===== config.mk =====
export PLATFORM = sky130hd
export DESIGN_NAME = axon_dispatch
export DESIGN_NICKNAME = d
export VERILOG_FILES = /design/src/rtl/axon_dispatch.sv
export SDC_FILE = /design/constraint.sdc
export NUM_CORES = 1
export LEC_CHECK = 0
export BUFFER_PORTS_ARGS = -buffer_cell sky130_fd_sc_hd__buf_4
export CORE_UTILIZATION = 40
export DETAILED_ROUTE_END_ITERATION = 7
export SKIP_CTS_REPAIR_TIMING = 1
export SYNTH_ARGS = -nofsm -noshare
export SYNTH_HDL_FRONTEND = slang
export SYNTH_SLANG_ARGS = --single-unit

===== constraint.sdc =====
create_clock -name clk -period 11.96 [get_ports clk]
set_clock_uncertainty 0.1 [all_clocks]
set_input_delay 2.392 -clock clk [delete_from_list [all_inputs] [get_ports clk]]
set_output_delay 2.392 -clock clk [all_outputs]
set_load 0.05 [all_outputs]

===== src/rtl/axon_dispatch.sv =====
// axon_dispatch: holds soma fire events for the axon delay, then emits one spike beat per fan-out target.
// Latency: an event already due at its accept edge N raises out_valid at edge N+2; FANOUT+2 cycles per event minimum.
// Backpressure: fire_ready drops when the pending FIFO is full; beats hold stable while out_valid && !out_ready.
//
// Ports:
//   clk, rst                  clock, synchronous active-high reset
//   kill                      park the block in DEAD until the next rst
//   t_step                    advance cur_time by one
//   fire_valid/ready/time     incoming fire events; axon_delay is sampled at accept
//   w_we/w_addr/w_data        per-target weight table write
//   out_valid/ready           outgoing spike beats: out_target, out_spike (due time), out_weight
//   cur_time, o_busy          timestep counter and activity flag
// Optional: define AXON_DISPATCH_DROP_CNT_EN to add a saturating 16-bit drop_cnt output that counts
//   fire_valid cycles seen while the FIFO is full or the block is DEAD.
module axon_dispatch #(
  parameter int DEPTH  = 8,
  parameter int FANOUT = 4,
  parameter int TW     = (FANOUT > 1) ? $clog2(FANOUT) : 1
) (
  input  logic          clk,
  input  logic          rst,
  input  logic          kill,
  input  logic          t_step,
  input  logic [7:0]    axon_delay,
  input  logic          fire_valid,
  output logic          fire_ready,
  input  logic [7:0]    fire_time,
  input  logic          w_we,
  input  logic [TW-1:0] w_addr,
  input  logic [7:0]    w_data,
  output logic          out_valid,
  input  logic          out_ready,
  output logic [TW-1:0] out_target,
  output logic [7:0]    out_spike,
  output logic [7:0]    out_weight,
  output logic [7:0]    cur_time,
  output logic          o_busy
`ifdef AXON_DISPATCH_DROP_CNT_EN
  ,
  output logic [15:0]   drop_cnt
`endif
);

  localparam int AW = $clog2(DEPTH);
  localparam int CW = AW + 1;

  typedef enum logic [1:0] {IDLE, WAIT, DISPATCH, DEAD} state_t;

  state_t        state_q;
  logic [7:0]    mem_q [DEPTH];
  logic [AW-1:0] wptr_q, wptr_d;
  logic [AW-1:0] rptr_q, rptr_d;
  logic [CW-1:0] count_q, count_d;
  logic [7:0]    weight_q [FANOUT];
  logic [TW-1:0] idx_q, idx_nxt;
  logic          out_valid_q;
  logic [TW-1:0] out_target_q;
  logic [7:0]    out_spike_q;
  logic [7:0]    out_weight_q;
  logic [7:0]    cur_time_q, cur_time_d;

  logic          full, push, pop, last_beat, head_due, w_in_range;
  logic [7:0]    due_in, head_q, due_diff;

  always_comb begin
    full       = (count_q == CW'(DEPTH));
    fire_ready = !full && (state_q != DEAD);
    push       = fire_valid && fire_ready;
    last_beat  = (idx_q == TW'(FANOUT - 1));
    pop        = (state_q == DISPATCH) && out_ready && last_beat;
    due_in     = fire_time + axon_delay;
    head_q     = mem_q[rptr_q];
    // Head is due when it lies at most 127 steps in the past; the 8-bit
    // difference makes this hold across the 255->0 wrap.
    due_diff   = cur_time_q - head_q;
    head_due   = (due_diff < 8'd128);
    idx_nxt    = idx_q + TW'(1);
    w_in_range = ({{(32-TW){1'b0}}, w_addr} < 32'(FANOUT));
    wptr_d     = push ? wptr_q + AW'(1) : wptr_q;
    rptr_d     = pop ? rptr_q + AW'(1) : rptr_q;
    count_d    = count_q + CW'(push) - CW'(pop);
    cur_time_d = t_step ? cur_time_q + 8'd1 : cur_time_q;
  end

  // Payload storage needs no reset: the pointers define what is valid.
  always_ff @(posedge clk) begin
    if (push) begin
      mem_q[wptr_q] <= due_in;
    end
  end

  always_ff @(posedge clk) begin
    if (rst) begin
      state_q      <= IDLE;
      wptr_q       <= '0;
      rptr_q       <= '0;
      count_q      <= '0;
      idx_q        <= '0;
      out_valid_q  <= 1'b0;
      out_target_q <= '0;
      out_spike_q  <= '0;
      out_weight_q <= '0;
      cur_time_q   <= '0;
      for (int i = 0; i < FANOUT; i++) begin
        weight_q[i] <= '0;
      end
    end else begin
      cur_time_q <= cur_time_d;
      if (kill || (state_q == DEAD)) begin
        // Flush pending work and drop any beat in flight; only rst leaves DEAD.
        state_q     <= DEAD;
        wptr_q      <= '0;
        rptr_q      <= '0;
        count_q     <= '0;
        idx_q       <= '0;
        out_valid_q <= 1'b0;
      end else begin
        wptr_q  <= wptr_d;
        rptr_q  <= rptr_d;
        count_q <= count_d;
        if (w_we && w_in_range) begin
          weight_q[w_addr] <= w_data;
        end
        case (state_q)
          IDLE: begin
            if (count_q != '0) begin
              state_q <= WAIT;
            end
          end
          WAIT: begin
            if (head_due) begin
              state_q      <= DISPATCH;
              idx_q        <= '0;
              out_valid_q  <= 1'b1;
              out_target_q <= '0;
              out_spike_q  <= head_q;
              out_weight_q <= weight_q[0];
            end
          end
          DISPATCH: begin
            if (out_ready) begin
              if (last_beat) begin
                // Head is popped via pop/rptr_d; out_valid drops for at least the IDLE cycle.
                state_q     <= IDLE;
                idx_q       <= '0;
                out_valid_q <= 1'b0;
              end else begin
                idx_q        <= idx_nxt;
                out_target_q <= idx_nxt;
                out_weight_q <= weight_q[idx_nxt];
              end
            end
          end
          default: begin
            state_q <= IDLE;
          end
        endcase
      end
    end
  end

`ifdef AXON_DISPATCH_DROP_CNT_EN
  logic [15:0] drop_cnt_q;

  always_ff @(posedge clk) begin
    if (rst) begin
      drop_cnt_q <= '0;
    end else if (fire_valid && (full || (state_q == DEAD)) && (drop_cnt_q != 16'hFFFF)) begin
      drop_cnt_q <= drop_cnt_q + 16'd1;
    end
  end

  assign drop_cnt = drop_cnt_q;
`endif

  assign out_valid  = out_valid_q;
  assign out_target = out_target_q;
  assign out_spike  = out_spike_q;
  assign out_weight = out_weight_q;
  assign cur_time   = cur_time_q;
  assign o_busy     = (count_q != '0) || (state_q == DISPATCH);

endmodule


==> metrics.yaml, run 1 <==
drt:
  routed_via_density: 5.53
  drc: 0
  drt_pre_antenna_iters: 5
  first_iter_violations: 349
  wire_per_inst_um: 18.3
  drt-total-wl_um: 14300
  ant_nets: 0
  via_count: 4315
placement:
  io_buffer_count: 61
  hpwl_um: 9990
  place.gp.congestion: 0.843
  place_inst: 748
  place_area_um2: 7100
layout:
  multi_input_area_um2: 2520
  final_util_pct: 48.3
  drive_gt1_share_pct: 23.6
  fin_area_um2: 7650
  areaGrowthSynthToFinish_pct: 18.2
  fin_nets: 609
  register_area_um2: 3760
  final_cells: 780
  diodes: 0
  fill_cells: 1401
critical_path:
  path_buf_inv: 2
  critPathArrivalTime_ns: 4.71
  critPathMaxStageDelay_ns: 0.63
  endpoint_kind: "flop"
  timing.rr.end: "out_weight[0]$_SDFFE_PP0P_"
  critPathLaunchType: "primary input"
  crit_path_end: "weight_q[1][3]$_SDFFCE_PN0P_"
  crit_fanout: 25
  path_class: "in -> reg"
  ff2ff_setup_slack_ns: 7.27
  startpoint: "rst"
  ff2ff_path_depth: 9
  cpMaxStageDelayCell: "nor3b_1"
  worst-path-stages: 6
  cp_cell_sequence: "buf_4, inv_1, and2_1, nand2_1, nor3b_1, or2_2"
  path_delay_family: "simple AND/OR/NAND/NOR gates"
  cp.required_ns: 11.97
die:
  die_h_um: 129
  num_rows: 46
  die_area_um2: 16700
  core_area_um2: 15800
  die_width_um: 129
  io_pins: 62
  start_util_pct: 40.9
yosys:
  synth-seq-area-share_pct: 58.1
  yosysTopAreaCell: "edfxtp_1"
  netlist_area_um2: 6470
  synth_edf_count: 96
  ys_top_cells_by_area: "edfxtp_1 (45%), dfxtp_1 (14%), mux4_2 (5.6%), ha_1 (4.4%), and2_1 (2.7%)"
  syn_nets: 554
  syn_avg_cell_area_um2: 13.0
  yosys_warnings: 0
  synthTopCellsByCount: "edfxtp_1 (96), dfxtp_1 (44), and2_1 (28), a21oi_1 (24), nor2_1 (24)"
  async_flop_share_pct: 0
  ys.flop_type: "edfxtp_1"
  synth_cell_types: 48
  synth_cells: 496
  netlist.area_leader.share_pct: 44.5
  synth_most_common_cell: "edfxtp_1"
  ys_ff_latch: 140
timing:
  tightest_slew_ns: 1.01
  setup_viol: 0
  setup_tns_ns: 0
  hold_violations: 0
  max_freq_mhz: 213
  min_period_ns: 4.70
  report.final.slew_viol_count: 0
  rsz0062_at_grt: "false"
  maxSlewHeadroom_pct: 32.4
  finalCritPeriodShare_pct: 39.3
global_route:
  gr-total-overflow: 0
  grt_usage_pct: 18.3
  grt_first_pass_wirelength_um: 22700
  grt_antenna_before_repair: 0
  grt_start_max_net_pins: 28
  grt_pass1_vias: 4262
cts:
  insertion_delay_ns: 0.41
  cts_buffers: 17
  cts_tree: "built"
  htreeDepth: 4
  cts-root-buf: "clkbuf_16"
  clock_path_buffers: 2
  cts.sinks: 140
  clk_pin_slew_ns: 0.06
power_and_ir_drop:
  ir_worst_vdd_mv: 0.101
  p_leak_nw: 2.77
  p_per_area_nw_per_um2: 154
status:
  status: "finished clean"
hold_path:
  hp-class: "reg -> reg"
run:
  cap_violations: 0
kinds of logic after synthesis:
logic type / after synthesis / share of synthesized area [%]
XOR/XNOR: 18 / 2.44
AND/OR/NAND/NOR: 138 / 11.5
adder cells (fa/ha/maj): 25 / 5.06
AO/OA/AOI/OAI: 98 / 11.3
multiplexers: 33 / 8.54
buffers and inverters: 44 / 2.98
flip-flops: 140 / 58.1
per-layer routing:
metal / track usage [%] / vias up / part of all wire (%)
met3: 3.47 / 24 / 5.1
met5: 0 / - / 0
li1: - / 2017 / -
met2: 31.9 / 147 / 50
met1: 22.4 / 2127 / 43
met4: 7.20 / 0 / 1.9
registers in the layout, indices dropped and copies added, names as in the netlist, named ones only:
name and flops:
out_target 2, rptr_q 3, wptr_q 3, out_weight 8, mem_q 64, out_valid 1
weight_q 32, cur_time 8, state_q 2, out_spike 8, idx_q 2, count_q 4
how the worst min path moves through the flow:
stage | start | endpoint | slack (ns) | depth (start not counted)
global placement | idx_q[1]$_SDFFE_PP0P_ | idx_q[1]$_SDFFE_PP0P_ | 0.36 | 2
finish | idx_q[1]$_SDFFE_PP0P_ | idx_q[1]$_SDFFE_PP0P_ | 0.38 | 2
detailed placement | idx_q[1]$_SDFFE_PP0P_ | idx_q[1]$_SDFFE_PP0P_ | 0.37 | 2
floorplan | idx_q[1]$_SDFFE_PP0P_ | idx_q[1]$_SDFFE_PP0P_ | 0.35 | 2
CTS | idx_q[1]$_SDFFE_PP0P_ | idx_q[1]$_SDFFE_PP0P_ | 0.38 | 2
global route | out_valid$_SDFFE_PP0P_ | out_valid$_SDFFE_PP0P_ | 0.40 | 2
placed cells by master, fill, tap and decap left out, drive strengths merged, types with 5 or more instances in the layout:
master,instances
nand2,23
a311oi,9
nand3,9
nand4,11
mux2i,9
a21oi,24
xnor2,9
ha,23
clkbuf,18
nor3b,10
buf,66
mux2,8
and3,11
dfxtp,44
o311ai,8
a31oi,9
a22oi,9
and2,28
nor2,24
nor3,5
xor2,9
a32oi,8
edfxtp,96
a21o,6
inv,18
o21ai,15
clkinv,5
mux4,16
where the power goes:
group          internal (mW)  switching [mW]  leakage [nW]
Combinational         0.0443          0.0841          1.24
Clock                  0.286           0.207         0.256
Sequential             0.543          0.0105          1.27
Total                  0.873           0.302          2.77
metrics by stage:
stage	worst slack [ns]	hold WS [ns]	total power [mW]
5_1_grt	6.92	0.397	1.21
4_1_cts	7.22	0.380	1.18
6_report	7.26	0.379	1.18
2_1_floorplan	7.87	0.351	0.650
3_3_place_gp	7.02	0.365	0.687
3_5_place_dp	6.83	0.372	0.692
worst reg2reg max path, delay by kind of cell, from the launching register on:
family	cells	cell delay, ns
AND/OR/NAND/NOR	2	1.27
AO/OA/AOI/OAI	3	0.98
multiplexers	2	0.92
flip-flops	1	0.66
adder cells (fa/ha/maj)	1	0.34
buffers and inverters	1	0.33
layout make-up:
| type | instances | area share, % |
|---|---|---|
| Clock buffer | 18 | 5.61 |
| Clock inverter | 14 | 1.57 |
| Inverter | 14 | 0.687 |
| Multi-Input combinational cell | 312 | 32.9 |
| Sequential cell | 140 | 49.2 |
| Tap cell | 216 | 3.53 |
| Timing Repair Buffer | 66 | 6.48 |
Note: power is estimated with default switching activity, not from simulation.
==> run 2: changes to the inputs <==
ABC_AREA = 1   (was default)
clock period = 4 ns   (was 11.96 ns; I/O delays follow)
==> run 2 against run 1 <==
  * Routed wire length is 4.5% lower
  * Combinational power rose to 3.2 times the previous value
  * Via count rose by 7.6%
  * Area after synthesis down 1.5%
  * Critical path depth increased by 9
==> metrics.yaml, run 2 <==
die:
  die_area_um2: 16500  # -1.4%
  io_pins: 62  # unchanged
  num_rows: 45  # -2.2%
  core_area_um2: 15400  # -2.9%
  die_width_um: 128  # -0.73%
  start_util_pct: 41.5  # +0.60 points
  die_h_um: 128  # -0.73%
yosys:
  synth_most_common_cell: "nor2_1"
  synth_edf_count: 96  # unchanged
  ys_top_cells_by_area: "edfxtp_1 (45%), dfxtp_1 (14%), nor2_1 (8.5%), nand2_1 (6.1%), inv_1 (5.5%)"
  yosysTopAreaCell: "edfxtp_1"
  synth_cell_types: 34  # -29%
  ys_ff_latch: 140  # unchanged
  ys.flop_type: "edfxtp_1"
  synthTopCellsByCount: "nor2_1 (145), nand2_1 (103), edfxtp_1 (96), inv_1 (93), dfxtp_1 (44)"
  netlist_area_um2: 6380  # -1.5%
  syn_nets: 730  # +32%
  async_flop_share_pct: 0  # unchanged
  netlist.area_leader.share_pct: 45.2  # +0.66 points
  yosys_warnings: 0  # unchanged
  synth_cells: 672  # +35%
  syn_avg_cell_area_um2: 9.49  # -27%
  synth-seq-area-share_pct: 59.0  # +0.87 points
critical_path:
  critPathArrivalTime_ns: 3.65  # -1.06 ns
  endpoint_kind: "flop"
  cp_common_cell: "nand2_1"
  cp.required_ns: 4.22  # -7.75 ns
  cp_cell_sequence: "inv_2, o21ai_0, o22ai_1, o21ai_0, ha_1, a21oi_1, nor2_1, a211oi_1, nand3_2, nand2_1, nand3_1, inv_1, nand2_1, nand2_1, nor2_1"
  path_delay_family: "compound AO/OA/AOI/OAI gates"
  critPathMaxStageDelay_ns: 0.46  # -0.17 ns
  critPathLaunchType: "flop"
  crit_fanout: 32  # +28%
  path_class: "reg -> reg"
  cpMaxStageDelayCell: "dfxtp_2"
  path_buf_inv: 2  # unchanged
drt:
  drt-total-wl_um: 13700  # -4.5%
  routed_via_density: 4.83  # -13%
  drc: 0  # unchanged
  first_iter_violations: 391  # +12%
  wire_per_inst_um: 14.2  # -23%
  via_count: 4644  # +7.6%
  ant_nets: 0  # unchanged
  drt_pre_antenna_iters: 5  # unchanged
timing:
  rsz0062_at_grt: "false"
  hold_violations: 0  # unchanged
  tightest_slew_ns: 1.20  # +0.191 ns
  finalCritPeriodShare_pct: 85.9
  report.final.slew_viol_count: 0  # unchanged
  max_freq_mhz: 291
  setup_tns_ns: 0  # unchanged
  whs_ns: 0.388  # +0.00931 ns
  min_period_ns: 3.44
  setup_viol: 0  # unchanged
  maxSlewHeadroom_pct: 19.0  # -13 points
global_route:
  grt_util_met3_pct: 4.67  # +1.2 points
  grt_pass1_vias: 4471  # +4.9%
  gr-total-overflow: 0  # unchanged
  grt.busiest_layer: "met2"
  grt_first_pass_wirelength_um: 22100  # -2.7%
  grt_antenna_before_repair: 0  # unchanged
  globalRouteMet1Util_pct: 23.4  # +0.98 points
  grt_usage_pct: 17.7  # -0.60 points
  grt_start_max_net_pins: 33  # +18%
  met2_usage_pct: 28.1  # -3.8 points
layout:
  fin_area_um2: 7610  # -0.44%
  diodes: 0  # unchanged
  fin_nets: 796  # +31%
  areaGrowthSynthToFinish_pct: 19.4
  regMostFlops: "mem_q"
  drive_gt1_share_pct: 14.0  # -9.6 points
  final_cell_mix: "nor2_1 (145), nand2_1 (103), edfxtp_1 (96)"
  largest_registers: "mem_q (64), weight_q (32)"
  largest_reg_flops: 64  # unchanged
  mostFrequentLayoutCell: "nor2_1"
hold_path:
  hp-class: "reg -> reg"
power_and_ir_drop:
  p_per_area_nw_per_um2: 472  # +210%
  ir_worst_vdd_mv: 0.334  # +230%
  seq_power_share_pct: 46.2  # -0.9 points
  finalPower_mw: 3.59  # +210%
  p_int_mw: 2.68  # +210%
  p_sw_mw: 0.917  # +200%
  p_clk_share_pct: 42.3  # +0.3 points
  combPwrFrac_pct: 11.5  # +0.6 points
  p_sw_share_pct: 25.5  # -0.17 points
  p_leak_nw: 3.21  # +16%
cts:
  cts_buffers: 17  # unchanged
  clock_path_buffers: 2  # unchanged
  cts_tree: "built"
  htreeDepth: 4  # unchanged
  cts-root-buf: "clkbuf_16"
  insertion_delay_ns: 0.42  # about the same
  clk_pin_slew_ns: 0.06  # about the same
  cts.sinks: 140  # unchanged
placement:
  place_area_um2: 7040  # -0.85%
  hpwl_um: 9890  # -0.95%
  place.gp.congestion: 0.842  # about the same
  io_buffer_count: 61  # unchanged
run:
  cap_violations: 0  # unchanged
status:
  status: "finished clean"
-- run 2: changes by cell type in the layout (fill, tap and decap cells not counted), moves of 11 or more --
| cell | delta |
|---|---|
| and2_1 | -28 |
| mux4_2 | -16 |
| and3_1 | -11 |
| o21ai_0 | +27 |
| nor2_1 | +121 |
| nand2_1 | +80 |
| inv_1 | +79 |
-- run 2: through the flow --
| step | cells | setup WS (ns) | utilization (%) |
|---|---|---|---|
| after floorplan | 672 | 0.871 | - |
| after global placement | 930 | 0.620 | 45.8 |
| after detailed placement | 930 | 0.508 | 45.8 |
| after CTS | 962 | 0.420 | 49.5 |
| after global routing | 962 | 0.163 | 49.5 |
| final | 962 | 0.563 | 49.5 |
-- run 2: final timing paths --
check | from | endpoint | slack, ns | cells after the start
hold reg to reg | wptr_q[0]$_SDFFE_PP0P_ | wptr_q[0]$_SDFFE_PP0P_ | 0.39 | 2
hold / removal | wptr_q[0]$_SDFFE_PP0P_ | wptr_q[0]$_SDFFE_PP0P_ | 0.39 | 2
setup / recovery | flop | out_spike[2]$_SDFFE_PP0P_ | 0.56 | 15
setup reg to reg | flop | out_spike[2]$_SDFFE_PP0P_ | 0.56 | 15
-- run 2: tightest hold or removal path: stages, from the launching register on --
cell and delay (ns):
dfxtp_1 0.32, nand2_1 0.06, a21oi_1 0.05
-- run 2: per-layer routing --
layer,up-vias,share of wire (%)
met2,117,46
li1,2355,-
met4,0,1.3
met5,-,0
met1,2151,48
met3,21,5.1
-- run 2: layout make-up --
| type | count | area [um^2] |
|---|---|---|
| sequential | 140 | 3760 |
| clock inverter | 15 | 149 |
| inverter | 97 | 364 |
| fill | 1417 | 7760 |
| clock buffer | 17 | 425 |
| tap | 211 | 264 |
| multi-input combinational | 418 | 2170 |
| timing repair buffer | 64 | 480 |
-- run 2: power groups by stage --
stage	clock (mW)	combinational, mW	sequential [mW]
2_1_floorplan	0	0.231	1.74
3_3_place_gp	0	0.407	1.69
3_5_place_dp	0	0.417	1.69
4_1_cts	1.55	0.419	1.66
5_1_grt	1.62	0.464	1.67
6_report	1.52	0.415	1.66
-- run 2: logic make-up (layout without fill, tap and decap cells) --
family	count (synthesis)	count (layout)	synth area share, %
fa+ha+maj	25	25	5.14
simple gates	285	285	18.1
xor+xnor	10	10	1.37
buf+inv	114	193	7.02
mux	8	8	1.31
flops	140	140	59.0
compound gates	90	90	7.99
